## src/rtl/seq_alu_pkg.sv

```systemverilog
// seq_alu_pkg: shared types for the sequential ALU.
//   alu_op_t    - 3-bit operation codes presented on the op input.
//   alu_state_t - control states of the top-level sequencer.
package seq_alu_pkg;

    typedef enum logic [2:0] {
        OP_ADD = 3'b000,
        OP_SUB = 3'b001,
        OP_AND = 3'b010,
        OP_OR  = 3'b011,
        OP_XOR = 3'b100,
        OP_SLT = 3'b101,
        OP_SHL = 3'b110,
        OP_MUL = 3'b111
    } alu_op_t;

    typedef enum logic [1:0] {
        ST_IDLE = 2'b00,
        ST_MUL  = 2'b01,
        ST_HOLD = 2'b10
    } alu_state_t;

endpackage

```

## src/rtl/seq_alu_if.sv

```systemverilog
// seq_alu_if: operand/result handshake bundle of seq_alu.
//   Input side : in_valid, in_ready, op, a, b
//   Output side: out_valid, out_ready, result, result_hi, cout, ovf, zero, neg
//   master - operand source / result consumer; slave - the ALU.
interface seq_alu_if
    import seq_alu_pkg::*;
#(
    parameter int WIDTH = 4
);
    logic             in_valid;
    logic             in_ready;
    alu_op_t          op;
    logic [WIDTH-1:0] a;
    logic [WIDTH-1:0] b;
    logic             out_valid;
    logic             out_ready;
    logic [WIDTH-1:0] result;
    logic [WIDTH-1:0] result_hi;
    logic             cout;
    logic             ovf;
    logic             zero;
    logic             neg;

    modport master (
        output in_valid, op, a, b, out_ready,
        input  in_ready, out_valid, result, result_hi, cout, ovf, zero, neg
    );

    modport slave (
        input  in_valid, op, a, b, out_ready,
        output in_ready, out_valid, result, result_hi, cout, ovf, zero, neg
    );

endinterface

```

## src/rtl/seq_alu_mul.sv

```systemverilog
// seq_alu_mul: unsigned shift-add multiplier, one partial product per cycle.
//   clk, rst_n - clock and asynchronous active-low reset
//   start      - latch a/b, clear accumulator and step counter
//   a, b       - multiplicand and multiplier
//   busy       - multiply in progress
//   done       - high during the cycle in which the final step is applied
//   product    - accumulator including the current step; full a*b while done
module seq_alu_mul
    import seq_alu_pkg::*;
#(
    parameter int WIDTH = 4
) (
    input  logic               clk,
    input  logic               rst_n,
    input  logic               start,
    input  logic [WIDTH-1:0]   a,
    input  logic [WIDTH-1:0]   b,
    output logic               busy,
    output logic               done,
    output logic [2*WIDTH-1:0] product
);

    localparam int CW = $clog2(WIDTH) + 1;

    logic [2*WIDTH-1:0] mcand_r;
    logic [2*WIDTH-1:0] acc_r;
    logic [2*WIDTH-1:0] acc_next_s;
    logic [WIDTH-1:0]   mplier_r;
    logic [CW-1:0]      cnt_r;
    logic               busy_r;
    logic               last_s;

    // Partial-product add for the current step; exposing it lets the final
    // step and the result load share one edge.
    always_comb begin
        acc_next_s = acc_r;
        if (mplier_r[0]) begin
            acc_next_s = acc_r + mcand_r;
        end else begin
            acc_next_s = acc_r;
        end
    end

    // Final step is the one taken with the counter at WIDTH-1.
    always_comb begin
        last_s = 1'b0;
        if (busy_r && (cnt_r == CW'(WIDTH - 1))) begin
            last_s = 1'b1;
        end else begin
            last_s = 1'b0;
        end
    end

    // Operand latch on start, then one shift-add step per cycle.
    always_ff @(posedge clk or negedge rst_n) begin
        if (!rst_n) begin
            mcand_r  <= {(2*WIDTH){1'b0}};
            acc_r    <= {(2*WIDTH){1'b0}};
            mplier_r <= {WIDTH{1'b0}};
            cnt_r    <= {CW{1'b0}};
            busy_r   <= 1'b0;
        end else if (start) begin
            mcand_r  <= {{WIDTH{1'b0}}, a};
            acc_r    <= {(2*WIDTH){1'b0}};
            mplier_r <= b;
            cnt_r    <= {CW{1'b0}};
            busy_r   <= 1'b1;
        end else if (busy_r) begin
            acc_r    <= acc_next_s;
            mcand_r  <= {mcand_r[2*WIDTH-2:0], 1'b0};
            mplier_r <= {1'b0, mplier_r[WIDTH-1:1]};
            cnt_r    <= cnt_r + CW'(1);
            if (last_s) begin
                busy_r <= 1'b0;
            end
        end
    end

    assign busy    = busy_r;
    assign done    = last_s;
    assign product = acc_next_s;

endmodule

```

## src/rtl/seq_alu.sv

```systemverilog
// seq_alu: registered ALU with valid/ready handshake on both sides.
//   clk   - rising-edge clock
//   rst_n - asynchronous active-low reset
//   bus   - seq_alu_if slave: operands/op in, result/result_hi/flags out
// Single-cycle ops load the result register on the accept edge; MUL runs
// WIDTH shift-add steps in seq_alu_mul and loads on the final step.
module seq_alu
    import seq_alu_pkg::*;
#(
    parameter int WIDTH = 4
) (
    input  logic  clk,
    input  logic  rst_n,
    seq_alu_if.slave bus
);

    localparam logic [WIDTH:0] SHL_LIM = (WIDTH+1)'(WIDTH);

    alu_state_t         state_r;
    logic               out_valid_r;
    logic [WIDTH-1:0]   result_r;
    logic [WIDTH-1:0]   result_hi_r;
    logic               cout_r;
    logic               ovf_r;
    logic               zero_r;
    logic               neg_r;

    logic               in_ready_s;
    logic               accept_s;
    logic               start_mul_s;
    logic [WIDTH:0]     sum_s;
    logic [WIDTH-1:0]   res_s;
    logic               cout_s;
    logic               ovf_s;
    logic               mul_busy_s;
    logic               mul_done_s;
    logic [2*WIDTH-1:0] mul_product_s;

    // Ready in IDLE, or in HOLD when the held result leaves this cycle.
    always_comb begin
        in_ready_s = 1'b0;
        if (state_r == ST_IDLE) begin
            in_ready_s = 1'b1;
        end else if (state_r == ST_HOLD) begin
            in_ready_s = bus.out_ready;
        end else begin
            in_ready_s = 1'b0;
        end
    end

    assign accept_s    = bus.in_valid && in_ready_s;
    assign start_mul_s = accept_s && (bus.op == OP_MUL);

    // Single-cycle datapath; SUB reuses the adder as a + ~b + 1.
    always_comb begin
        sum_s  = {(WIDTH+1){1'b0}};
        res_s  = {WIDTH{1'b0}};
        cout_s = 1'b0;
        ovf_s  = 1'b0;
        case (bus.op)
            OP_ADD: begin
                sum_s  = {1'b0, bus.a} + {1'b0, bus.b};
                res_s  = sum_s[WIDTH-1:0];
                cout_s = sum_s[WIDTH];
                ovf_s  = (bus.a[WIDTH-1] == bus.b[WIDTH-1]) &&
                         (sum_s[WIDTH-1] != bus.a[WIDTH-1]);
            end
            OP_SUB: begin
                sum_s  = {1'b0, bus.a} + {1'b0, ~bus.b} + {{WIDTH{1'b0}}, 1'b1};
                res_s  = sum_s[WIDTH-1:0];
                cout_s = sum_s[WIDTH];
                ovf_s  = (bus.a[WIDTH-1] != bus.b[WIDTH-1]) &&
                         (sum_s[WIDTH-1] != bus.a[WIDTH-1]);
            end
            OP_AND: res_s = bus.a & bus.b;
            OP_OR:  res_s = bus.a | bus.b;
            OP_XOR: res_s = bus.a ^ bus.b;
            OP_SLT: res_s = {{(WIDTH-1){1'b0}}, ($signed(bus.a) < $signed(bus.b))};
            OP_SHL: begin
                if ({1'b0, bus.b} >= SHL_LIM) begin
                    res_s = {WIDTH{1'b0}};
                end else begin
                    res_s = bus.a << bus.b;
                end
            end
            OP_MUL:  res_s = {WIDTH{1'b0}};
            default: res_s = {WIDTH{1'b0}};
        endcase
    end

    seq_alu_mul #(
        .WIDTH (WIDTH)
    ) u_mul (
        .clk     (clk),
        .rst_n   (rst_n),
        .start   (start_mul_s),
        .a       (bus.a),
        .b       (bus.b),
        .busy    (mul_busy_s),
        .done    (mul_done_s),
        .product (mul_product_s)
    );

    // Control FSM with registered result, product high half and flags.
    always_ff @(posedge clk or negedge rst_n) begin
        if (!rst_n) begin
            state_r     <= ST_IDLE;
            out_valid_r <= 1'b0;
            result_r    <= {WIDTH{1'b0}};
            result_hi_r <= {WIDTH{1'b0}};
            cout_r      <= 1'b0;
            ovf_r       <= 1'b0;
            zero_r      <= 1'b0;
            neg_r       <= 1'b0;
        end else if (accept_s) begin
            if (start_mul_s) begin
                state_r     <= ST_MUL;
                out_valid_r <= 1'b0;
            end else begin
                state_r     <= ST_HOLD;
                out_valid_r <= 1'b1;
                result_r    <= res_s;
                result_hi_r <= {WIDTH{1'b0}};
                cout_r      <= cout_s;
                ovf_r       <= ovf_s;
                zero_r      <= (res_s == {WIDTH{1'b0}});
                neg_r       <= res_s[WIDTH-1];
            end
        end else begin
            case (state_r)
                ST_IDLE: begin
                    state_r <= ST_IDLE;
                end
                ST_MUL: begin
                    if (mul_done_s) begin
                        state_r     <= ST_HOLD;
                        out_valid_r <= 1'b1;
                        result_r    <= mul_product_s[WIDTH-1:0];
                        result_hi_r <= mul_product_s[2*WIDTH-1:WIDTH];
                        cout_r      <= 1'b0;
                        ovf_r       <= 1'b0;
                        zero_r      <= (mul_product_s == {(2*WIDTH){1'b0}});
                        neg_r       <= mul_product_s[2*WIDTH-1];
                    end else if (!mul_busy_s) begin
                        // Multiplier idle without finishing: recover to IDLE.
                        state_r     <= ST_IDLE;
                        out_valid_r <= 1'b0;
                    end
                end
                ST_HOLD: begin
                    if (bus.out_ready) begin
                        state_r     <= ST_IDLE;
                        out_valid_r <= 1'b0;
                    end
                end
                default: begin
                    state_r     <= ST_IDLE;
                    out_valid_r <= 1'b0;
                end
            endcase
        end
    end

    assign bus.in_ready  = in_ready_s;
    assign bus.out_valid = out_valid_r;
    assign bus.result    = result_r;
    assign bus.result_hi = result_hi_r;
    assign bus.cout      = cout_r;
    assign bus.ovf       = ovf_r;
    assign bus.zero      = zero_r;
    assign bus.neg       = neg_r;

endmodule

```

## src/flat_wrapper.sv

```systemverilog
// flat-port wrapper written by rule: the top's interface ports become plain ports
module seq_alu_flat import seq_alu_pkg::*;
#(
    parameter int WIDTH = 4
)
  (clk, rst_n, bus_in_valid, bus_op, bus_a, bus_b, bus_out_ready, bus_in_ready, bus_out_valid, bus_result, bus_result_hi, bus_cout, bus_ovf, bus_zero, bus_neg);
  seq_alu_if #(.WIDTH(WIDTH)) bus_i ();
  input  logic clk;
  input  logic rst_n;
  input wire logic [$bits(bus_i.in_valid)-1:0] bus_in_valid;
  input wire logic [$bits(bus_i.op)-1:0] bus_op;
  input wire logic [$bits(bus_i.a)-1:0] bus_a;
  input wire logic [$bits(bus_i.b)-1:0] bus_b;
  input wire logic [$bits(bus_i.out_ready)-1:0] bus_out_ready;
  output wire logic [$bits(bus_i.in_ready)-1:0] bus_in_ready;
  output wire logic [$bits(bus_i.out_valid)-1:0] bus_out_valid;
  output wire logic [$bits(bus_i.result)-1:0] bus_result;
  output wire logic [$bits(bus_i.result_hi)-1:0] bus_result_hi;
  output wire logic [$bits(bus_i.cout)-1:0] bus_cout;
  output wire logic [$bits(bus_i.ovf)-1:0] bus_ovf;
  output wire logic [$bits(bus_i.zero)-1:0] bus_zero;
  output wire logic [$bits(bus_i.neg)-1:0] bus_neg;
  assign bus_i.in_valid = bus_in_valid;
  assign bus_i.op = bus_op;
  assign bus_i.a = bus_a;
  assign bus_i.b = bus_b;
  assign bus_i.out_ready = bus_out_ready;
  assign bus_in_ready = bus_i.in_ready;
  assign bus_out_valid = bus_i.out_valid;
  assign bus_result = bus_i.result;
  assign bus_result_hi = bus_i.result_hi;
  assign bus_cout = bus_i.cout;
  assign bus_ovf = bus_i.ovf;
  assign bus_zero = bus_i.zero;
  assign bus_neg = bus_i.neg;
  seq_alu #(.WIDTH(WIDTH)) u_core (.clk(clk), .rst_n(rst_n), .bus(bus_i));
endmodule
```

## config.mk

```make
export PLATFORM = sky130hd
export DESIGN_NAME = seq_alu_flat
export DESIGN_NICKNAME = d
export VERILOG_FILES = /design/src/rtl/seq_alu_pkg.sv /design/src/rtl/seq_alu_if.sv /design/src/rtl/seq_alu_mul.sv /design/src/rtl/seq_alu.sv /design/src/flat_wrapper.sv
export SDC_FILE = /design/constraint.sdc
export NUM_CORES = 1
export LEC_CHECK = 0
export CORE_AREA = 2 2 77 116
export DETAILED_ROUTE_END_ITERATION = 7
export DIE_AREA = 0 0 79 118
export GPL_ROUTABILITY_DRIVEN = 0
export MAX_ROUTING_LAYER = met4
export PLACE_DENSITY = 0.61
export SETUP_SLACK_MARGIN = 0.15
export SYNTH_ARGS = -nofsm -noshare
export SYNTH_HDL_FRONTEND = slang
export SYNTH_SLANG_ARGS = --single-unit
```

## constraint.sdc

```tcl
create_clock -name clk -period 1.9 [get_ports clk]
set_input_delay 0.285 -clock clk [delete_from_list [all_inputs] [get_ports clk]]
set_output_delay 0.285 -clock clk [all_outputs]
set_load 0.02 [all_outputs]
```

# ---- Word-level counts from Yosys, hierarchy flattened
# Index checks and enable logic that the tools add are counted.
dict set report totals {
  reg_bits 39
  inputBits 15
  output_inout_bits 14
  wordCells 111
}
dict set report op_classes {
  addsub 5
  magnitude_cmp 2
  n_eq_ne 18
  shifts 1
  muxes 53
  n_bitwise 4
  n_reduce_logical 15
}
# cell n
set op_table {}
lappend op_table {{2-to-1 mux 4 bit} 11}
lappend op_table {{2-to-1 mux 8 bit} 5}
lappend op_table {{one-hot mux 4 bit (8 select lines)} 1}
lappend op_table {{2-to-1 mux 1 bit} 25}
lappend op_table {{== test 3 bit (second input constant)} 4}
lappend op_table {{adder 4 x 4 -> 5 bit} 2}
lappend op_table {{2-to-1 mux 2 bit} 5}
lappend op_table {{== test 3 x 2 -> 1 bit (second input constant)} 3}
lappend op_table {{adder 8 bit} 1}
lappend op_table {{logical NOT 8 bit} 1}
lappend op_table {{2-to-1 mux 3 bit} 2}
lappend op_table {{AND reduction 3 bit} 2}
lappend op_table {{nonzero test 2 bit} 3}
lappend op_table {{adder 5 x 1 -> 5 bit (second input constant)} 1}
lappend op_table {{logical AND 1 bit} 5}
lappend op_table {{AND 4 bit} 1}
lappend op_table {{>= comparator 4 x 3 -> 1 bit (second input constant)} 1}
lappend op_table {{logical NOT 4 bit} 1}
lappend op_table {{< comparator 4 bit} 1}
lappend op_table {{inequality test 4 x 2 -> 1 bit (second input constant)} 1}
lappend op_table {{NOT 4 bit} 1}
lappend op_table {{OR 4 bit} 1}
lappend op_table {{one-hot mux 1 bit (2 select lines)} 2}
lappend op_table {{one-hot mux 2 bit (2 select lines)} 1}
lappend op_table {{other kinds (15)} 17}

# ---- Longest topological paths before layout
# Gate-level depths: netlist of run 1.
dict set report depth {
  word_depth 8
  ltp_mapped 9
  depth_no_buf 9
}

# ---- By module
# From an unflattened synthesis of run 1, not the netlist that was laid out.
dict set report hier_totals {
  cells_unflattened 324
  area_unflattened_um2 2959.1
}
# mod n_inst cells_each area_per_inst_um2 seq_area_each_um2
set by_module_without_submodules {}
lappend by_module_without_submodules {seq_alu_mul 1 153 1488.9 600.6}
lappend by_module_without_submodules {seq_alu 1 171 1470.2 375.4}

# ---- Least setup slack after synthesis of run 1
# No wires, ideal clock.
dict set report synth_path {
  path_kind {register to register}
  start {reg u_core.u_mul.mcand_r[0]}
  end {reg u_core.u_mul.acc_r[6]}
  setup_ps 94
  arrival_time_ps 1971
  t_required_ps 1806
  path_slack_ps -165
  stages_incl_launch_ff 8
  path_buffers 0
  synth_period_minus_slack_ps 2065
  path_cell_list {dfrtp_1 > ha_1 > fa_1 > a211oi_1 > o21bai_1 > a211oi_1 > nor3_4 > a211oi_1}
}
dict set report synth_between {
  elab_chain_len 4
}
# element line
set synth_rtl {}
lappend synth_rtl {{start, declared} seq_alu_mul.sv:25} ;# logic [2*WIDTH-1:0] mcand_r;
lappend synth_rtl {{start signal, assigned} seq_alu_mul.sv:57} ;# mcand_r <= {(2*WIDTH){1'b0}};
lappend synth_rtl {{start signal, assigned} seq_alu_mul.sv:63} ;# mcand_r <= {{WIDTH{1'b0}}, a};
lappend synth_rtl {{start signal, assigned} seq_alu_mul.sv:70} ;# mcand_r <= {mcand_r[2*WIDTH-2:0], 1'b0};
lappend synth_rtl {{adder 8 bit} seq_alu_mul.sv:38} ;# acc_next_s = acc_r + mcand_r;
lappend synth_rtl {{2-to-1 mux 8 bit} seq_alu_mul.sv:37} ;# if (mplier_r[0]) begin
lappend synth_rtl {{2-to-1 mux 8 bit} seq_alu_mul.sv:68} ;# end else if (busy_r) begin
lappend synth_rtl {{2-to-1 mux 8 bit} seq_alu_mul.sv:62} ;# end else if (start) begin
lappend synth_rtl {{end signal, assigned} seq_alu_mul.sv:58} ;# acc_r <= {(2*WIDTH){1'b0}};
lappend synth_rtl {{end signal, assigned} seq_alu_mul.sv:64} ;# acc_r <= {(2*WIDTH){1'b0}};
lappend synth_rtl {{end signal, assigned} seq_alu_mul.sv:69} ;# acc_r <= acc_next_s;
lappend synth_rtl {{end, declared} seq_alu_mul.sv:26} ;# logic [2*WIDTH-1:0] acc_r;
# No other way between the ends. The select of a mux whose other input is x is not followed.
# A chain may end at the register's enable or synchronous reset.

# ---- Worst setup path in the final report of run 1
dict set report layout_path {
  start {reg u_core.u_mul.mcand_r[0]}
  end {reg u_core.zero_r (netlist: u_core.bus.zero)}
}
dict set report layout_between {
  elab_chain_len 6
}
# element line
set layout_rtl {}
lappend layout_rtl {{adder 8 bit} seq_alu_mul.sv:38}
lappend layout_rtl {{2-to-1 mux 8 bit} seq_alu_mul.sv:37}
lappend layout_rtl {{logical NOT 8 bit} seq_alu.sv:142} ;# zero_r <= (mul_product_s == {(2*WIDTH){1'b0}});
lappend layout_rtl {{2-to-1 mux 1 bit} seq_alu.sv:135} ;# if (mul_done_s) begin
lappend layout_rtl {{2-to-1 mux 1 bit} seq_alu.sv:130} ;# case (state_r)
lappend layout_rtl {{2-to-1 mux 1 bit} seq_alu.sv:115} ;# end else if (accept_s) begin
lappend layout_rtl {{end signal, assigned} seq_alu.sv:126} ;# zero_r <= (res_s == {WIDTH{1'b0}});
lappend layout_rtl {{end signal, assigned} seq_alu.sv:142}
lappend layout_rtl {{end, declared} seq_alu.sv:25} ;# logic zero_r;
# No other way between the ends. The select of a mux whose other input is x is not followed.

==> key figures, run 1 <==
Status
  – Status: complete, but fails checks
  – Violated checks: negative setup slack

GRT
  – Vias in the first global route: approximately 3000
  – GR Overflow Total: 0
  – Initial antenna violation count: 0
  – Largest net degree at the start of global routing: 40
  – GRT Util Overall: 19.18%
  – Global-route wire length before repair: 13960 um

Drt
  – Vias/cell: around 5.3
  – 1st-iter DRT viols: 88
  – Antenna Violating Nets Remaining: 0
  – DR WL/cell: roughly 15 um
  – DRC viols: 0
  – DR vias: roughly 2900
  – Pre-Repair DR Iteration Count: 4
  – Routed wire length: around 8400 um

Power
  – Sequential share of power: about 26%
  – Sw Share: ~38%
  – Total power: 5.053 mW
  – Logic pwr share: between 50 and 60%
  – PwrDens: about 1100 nW/um^2
  – Clock Power Share: ~16%
  – P_int: roughly 3.2 mW
  – Leakage power: 2.052 nW
  – Max VDD drop: around 0.00078 V
  – Net Switching: 1.900 mW

CTS
  – Worst-Skew Late Latency: about 0.28 ns
  – Root Driver: clkbuf_16
  – TritonCTS clock tree: yes
  – Worst-path clk slew: ~0.05 ns
  – H-tree levels: 2
  – CTS sink count: 39
  – CTS max path bufs: 2
  – CTS Buf Count: 5
  – Hold buffers post-CTS: 0

Logic synthesis
  – Mapped Area: 2865 sq um
  – Most used DFF post-synth: dfrtp_1
  – Post-synth net total: between 300 and 400
  – Avg Cell Area, Syn: just under 9 sq um
  – Count of cell types in the netlist: between 60 and 70
  – Synthesis-stage register bit count: 39
  – Sequential area share after synthesis: approximately 34%
  – Yosys warning count: 0
  – Ys async rst share: 100.0%
  – EDFF count, synth: 0
  – Synthesized instance count: between 300 and 400

Timing
  – Final period utilization: 111.3%
  – Worst slew margin: 66.18%
  – Final setup violating endpoints: 10
  – Achievable Freq: roughly 470 MHz
  – RSZ-0062 raised after global routing: yes
  – Setup clock skew after layout: 0.002224 ns
  – Worst-margin pin slew: 0.5072 ns
  – Max Slew Vio Count: 0
  – Fin. Hold Viols: 0
  – Tmin final: about 2.1 ns
  – Worst path setup slack after routing: -0.2149 ns

Cells and area
  – Final Non-Filler Cells: roughly 550
  – Layout cells sized above 1: 41.86%
  – Area delta synth->final: 57.38%
  – Fill cells: 762
  – Fin nets: between 400 and 500
  – Storage cell area: 975.9 sq um
  – Multi-input logic area: approximately 2100 sq um
  – Ant. Diodes: 0
  – Final instance area: 4509 sq um

Floorplan
  – Die X: 79 um
  – Die ar.: between 9000 and 10000 sq um
  – Initial Util: approximately a third
  – DIE HEIGHT: ~120 um
  – Num ports: 29
  – Site Rows: 41
  – Core ar.: ~8300 sq um

Worst setup path
  – Worst Setup End Kind: register
  – CP cell instances: ha_2, fa_2, a211oi_2, o21bai_1, and4b_1, nor3_4, nand2_1, o31ai_1
  – Startpoint class of the critical path: register
  – Reg-to-reg critical path endpoint: u_core.bus.zero$_DFFE_PN0P_
  – R2r setup slk: -0.21 ns
  – R2R Path Start: u_core.u_mul.mcand_r[0]$_DFFE_PN0P_
  – Top delay family on crit path: adder cells
  – Worst path max stage delay: between 0.3 and 0.4 ns
  – CP max-delay cell: fa_2
  – Worst EP required: around 2.1 ns
  – R2R cell count: 8
  – Crit-path max FO: 3
  – Buffers and inverters on the worst path: 0
  – Worst path arrival time: about 2.3 ns
  – Crit Path Category: reg -> reg
  – Crit. path cell count: 8

Placement
  – Dpl hpwl: roughly 6100 um
  – Placed instance count: 519
  – Port Buffer Count: 28
  – Dpl cell area: ~3900 sq um

Min path
  – HP Class: in -> async

Run
  – Max-cap viol count: 0
## synth_stat cells (all sizes together), types with 6 or more instances
master / number / share of area (%)
o21ai: 24 / 4.2
a211oi: 7 / 1.8
nor2b: 9 / 2.0
nand2: 23 / 3.0
ha: 21 / 9.2
xnor2: 6 / 1.8
buf: 8 / 1.4
nand3: 12 / 2.1
nor3: 7 / 1.6
mux2i: 16 / 5.6
a21oi: 17 / 3.0
dfrtp: 39 / 34
clkbuf: 9 / 1.2
nand3b: 6 / 1.6
inv: 17 / 2.2
nor2: 26 / 3.4
## repair_timing
item                                    CTS  global route
pin swaps                                19            22
gates resized for setup                  50            41
setup buffers                            10            13
endpoints found under the setup margin   19            25
## stage by stage
step	TNS (ns)	hold WS (ns)	setup WS [ns]	util, %
after floorplan	-0.02193	-0.01059	-0.02193	-
after global placement	-5.110	0.3772	-0.5946	47.50
after detailed placement	-5.621	0.3754	-0.6087	47.50
after CTS	-1.275	0.08044	-0.2121	51.17
after global routing	-2.175	0.1058	-0.3255	54.26
final	-1.274	0.06022	-0.2149	54.26
## registers in the layout (all words and copies together), names as in the netlist
| register | flops |
|---|---|
| u_core.bus.cout | 1 |
| u_core.u_mul.mcand_r | 8 |
| u_core.bus.ovf | 1 |
| u_core.state_r | 2 |
| u_core.u_mul.cnt_r | 3 |
| u_core.bus.zero | 1 |
| u_core.bus.neg | 1 |
| u_core.bus.out_valid | 1 |
| u_core.u_mul.mplier_r | 4 |
| u_core.bus.result_hi | 4 |
| u_core.u_mul.busy | 1 |
| u_core.u_mul.acc_r | 8 |
| u_core.bus.result | 4 |
## power groups by stage
stage	Combinational (mW)	Sequential, mW	Clock (mW)
finish	2.94	1.30	0.821
global route	3.22	1.33	0.864
CTS	2.64	1.30	0.839
detailed placement	2.48	1.31	0
global placement	2.42	1.30	0
floorplan	1.42	1.31	0
## logic make-up (layout without fill, tap and decap cells)
kind of cell             after synthesis  after routing  synth area share [%]
AO/OA/AOI/OAI                         86             86                 19.83
multiplexers                          20             20                 7.161
buffers and inverters                 34            155                 4.803
AND/OR/NAND/NOR                      111            111                 20.74
flip-flops                            39             39                 34.06
XOR/XNOR                               7              7                 2.140
adder cells (fa/ha/maj)               24             24                 11.27
## layout make-up
class,count,share of cell area (%)
Inverter,17,1.804
Clock buffer,6,3.080
Tap cell,107,2.969
Multi-Input combinational cell,248,46.70
Timing Repair Buffer,131,23.70
Clock inverter,1,0.1110
Sequential cell,39,21.64
## worst max-delay path by stage
stage / from / endpoint / slack, ns
4_1_cts: u_core.u_mul.mcand_r[0]$_DFFE_PN0P_ / u_core.bus.zero$_DFFE_PN0P_ / -0.21
3_3_place_gp: bus_b[2] / u_core.bus.neg$_DFFE_PN0P_ / -0.59
3_5_place_dp: bus_a[0] / u_core.bus.zero$_DFFE_PN0P_ / -0.61
5_1_grt: u_core.u_mul.mcand_r[0]$_DFFE_PN0P_ / u_core.bus.zero$_DFFE_PN0P_ / -0.33
2_1_floorplan: u_core.u_mul.acc_r[0]$_DFFE_PN0P_ / u_core.bus.zero$_DFFE_PN0P_ / -0.02
6_report: u_core.u_mul.mcand_r[0]$_DFFE_PN0P_ / u_core.bus.zero$_DFFE_PN0P_ / -0.21
## cells in the final DEF, fill, tap and decap left out, types with 6 or more instances in the layout
master	Yosys	final
mux2i_1	16	16
nand3b_1	6	6
nand3_1	12	11
nor2b_1	9	9
nand2_1	23	23
clkdlybuf4s50_1	0	16
buf_6	0	8
inv_2	2	6
inv_1	15	8
nor2_1	26	23
dfrtp_1	39	39
a21oi_1	17	12
o21ai_0	22	17
ha_1	21	11
buf_4	1	94
ha_4	0	6
## worst register-to-register path: cells and delay by family (launching register included)
kind,cells,cell delay [ns]
compound gates,3,0.53
fa+ha+maj,2,0.59
flops,1,0.38
simple gates,3,0.52
## metal layers
metal,track usage [%],share of wire (%)
met3,2.147,2.2
met1,20.60,37
met2,34.06,56
met4,9.698,3.9
met5,-,0
(Power assumes the default switching activity.)
==> run 2, diff against run 1 <==
--- a/config.mk
+++ b/config.mk
@@ -9,6 +9,7 @@
 export DETAILED_ROUTE_END_ITERATION = 7
 export DIE_AREA = 0 0 79 118
 export GPL_ROUTABILITY_DRIVEN = 0
+export GPL_TIMING_DRIVEN = 0
 export MAX_ROUTING_LAYER = met4
 export PLACE_DENSITY = 0.61
 export SETUP_SLACK_MARGIN = 0.15
==> key figures, run 2 (same netlist as run 1, synthesis figures left out) <==
Timing
  – Max Slew Vio Count: 0
  – Worst-margin pin slew: 0.8924 ns
  – RSZ-0062 raised after global routing: yes
  – Setup clock skew after layout: between 0.006 and 0.007 ns
  – Fin. Hold Viols: 0
  – Tmin final: ~2.2 ns
  – Final period utilization: 114.8%
  – Achievable Freq: between 400 and 500 MHz
  – Hold Slack: ~0.12 ns
  – Final setup violating endpoints: 10
  – Worst path setup slack after routing: -0.2817 ns
  – Worst slew margin: between 40% and 50%

Worst setup path
  – Crit Path Category: reg -> reg
  – R2r setup slk: -0.28 ns
  – Startpoint class of the critical path: register
  – Worst EP required: 2.10 ns
  – Crit-path max FO: 3
  – Worst Setup End Kind: register
  – Worst path arrival time: 2.38 ns
  – R2R Path Start: u_core.u_mul.mcand_r[0]$_DFFE_PN0P_
  – Crit. Startpoint: u_core.u_mul.mcand_r[0]$_DFFE_PN0P_

CTS
  – Worst-path clk slew: ~0.060 ns
  – CTS max path bufs: 2
  – TritonCTS clock tree: yes
  – Worst-Skew Late Latency: about 0.28 ns
  – Root Driver: clkbuf_16
  – Hold buffers post-CTS: 0
  – H-tree levels: 2
  – CTS sink count: 39
  – CTS Buf Count: 5

Min path
  – HP Class: in -> async

Cells and area
  – Final Non-Filler Cells: 488
  – Area delta synth->final: 35.24%
  – Layout cells sized above 1: about 28%
  – Most frequent cells in the layout: dfrtp_1 (39), buf_4 (27), nand2_1 (23), nor2_1 (23), o21ai_0 (17)
  – Final instance area: a little under 4000 sq um
  – Util after Layout: between 40 and 50%
  – Fin nets: 419
  – Commonest non-fill, non-tap cell in the layout: dfrtp_1
  – Largest registers: u_core.u_mul.acc_r (8), u_core.u_mul.mcand_r (8)
  – Ant. Diodes: 0

Floorplan
  – Die ar.: roughly 9300 sq um
  – Core ar.: between 8000 and 9000 sq um
  – Die X: about 80 um
  – DIE HEIGHT: between 100 and 150 um
  – Num ports: 29
  – Initial Util: between 30% and 40%
  – Site Rows: 41

GRT
  – GR Overflow Total: 0
  – Global-route wire length before repair: 13020 um
  – Largest net degree at the start of global routing: 40
  – Vias in the first global route: roughly 2700
  – Initial antenna violation count: 0
  – GRT Util Overall: 18.22%

Drt
  – Pre-Repair DR Iteration Count: 4
  – DR vias: around 2700
  – DR WL/cell: between 15 and 20 um
  – Antenna Violating Nets Remaining: 0
  – DRC viols: 0
  – Vias/cell: around 5.5
  – Routed wire length: ~8000 um
  – 1st-iter DRT viols: 176

Status
  – Status: complete, but fails checks
  – Violated checks: negative setup slack

Placement
  – Port Buffer Count: 27
  – Dpl hpwl: ~5700 um
  – Placed instance count: between 400 and 500
  – Dpl cell area: about 3400 sq um

Power
  – PwrDens: 1200 nW/um^2
  – Max VDD drop: 0.0004873 V
  – Leakage power: approximately 1.7 nW

Run
  – Max-cap viol count: 0
run 2: routing by layer:
metal,wire (um),global-route usage (%),vias to the layer above
li1,-,-,1289
met1,3025,19.97,1313
met2,4363,32.04,59
met3,198,1.917,16
met4,282,9.159,0
met5,0,-,-
run 2: power by group:
group / leakage (nW) / internal, mW / total, mW / switching (mW)
logic: 1.11 / 1.23 / 2.56 / 1.33
clock network: 0.0679 / 0.485 / 0.800 / 0.315
registers: 0.505 / 1.08 / 1.29 / 0.205
total: 1.68 / 2.80 / 4.65 / 1.85
run 2: timing repair:
item | 4_1_cts | 5_1_grt
pin swaps | 13 | 12
setup endpoints to repair | 39 | 36
resized for setup | 86 | 12
cloned | 0 | 0
setup buffers | 15 | 10
run 2: worst max-delay path, stage by stage (launching register included):
cell	delay (ns)
dfrtp_1	0.39
ha_2	0.20
fa_2	0.39
a211oi_2	0.20
o21bai_1	0.12
buf_4	0.15
a211oi_4	0.23
nor3_4	0.08
buf_6	0.14
a211oi_2	0.18
run 2: area by class of cell:
type                            instances  area [sq um]
Tap cell                              107         133.9
Buffer                                 17         91.34
Clock buffer                            7         132.6
Fill cell                             853          4436
Multi-Input combinational cell        248          2014
Clock inverter                          1         5.005
Timing Repair Buffer                   52         435.4
Inverter                               17         86.33
Sequential cell                        39         975.9
run 2: path summary, 6_finish.rpt:
check / to / depth (start not counted)
max in group asynchronous: u_core.bus.result_hi[2]$_DFFE_PN0P_ / 1
min in group clk: u_core.u_mul.mcand_r[0]$_DFFE_PN0P_ / 3
max reg2reg: u_core.u_mul.acc_r[6]$_DFFE_PN0P_ / 9
min reg2reg: u_core.bus.result[1]$_DFFE_PN0P_ / 2
max: u_core.u_mul.acc_r[6]$_DFFE_PN0P_ / 9
min: u_core.u_mul.cnt_r[1]$_DFFE_PN0P_ / 1
run 2: stage by stage:
stage	setup WS [ns]	TNS [ns]	power, mW
finish	-0.2817	-1.657	4.650
global route	-0.3586	-2.343	4.973
CTS	-0.2853	-1.404	4.551
detailed placement	-0.9549	-13.65	3.320
floorplan	-0.02193	-0.02193	2.738
global placement	-0.9389	-31.45	3.271
==> run 3, diff against run 2 <==
--- a/config.mk
+++ b/config.mk
@@ -9,7 +9,6 @@
 export DETAILED_ROUTE_END_ITERATION = 7
 export DIE_AREA = 0 0 79 118
 export GPL_ROUTABILITY_DRIVEN = 0
-export GPL_TIMING_DRIVEN = 0
 export MAX_ROUTING_LAYER = met4
 export PLACE_DENSITY = 0.61
 export SETUP_SLACK_MARGIN = 0.15
==> results of run 3 <==
The final DEF is identical to that of run 1; final timing and power are the same.
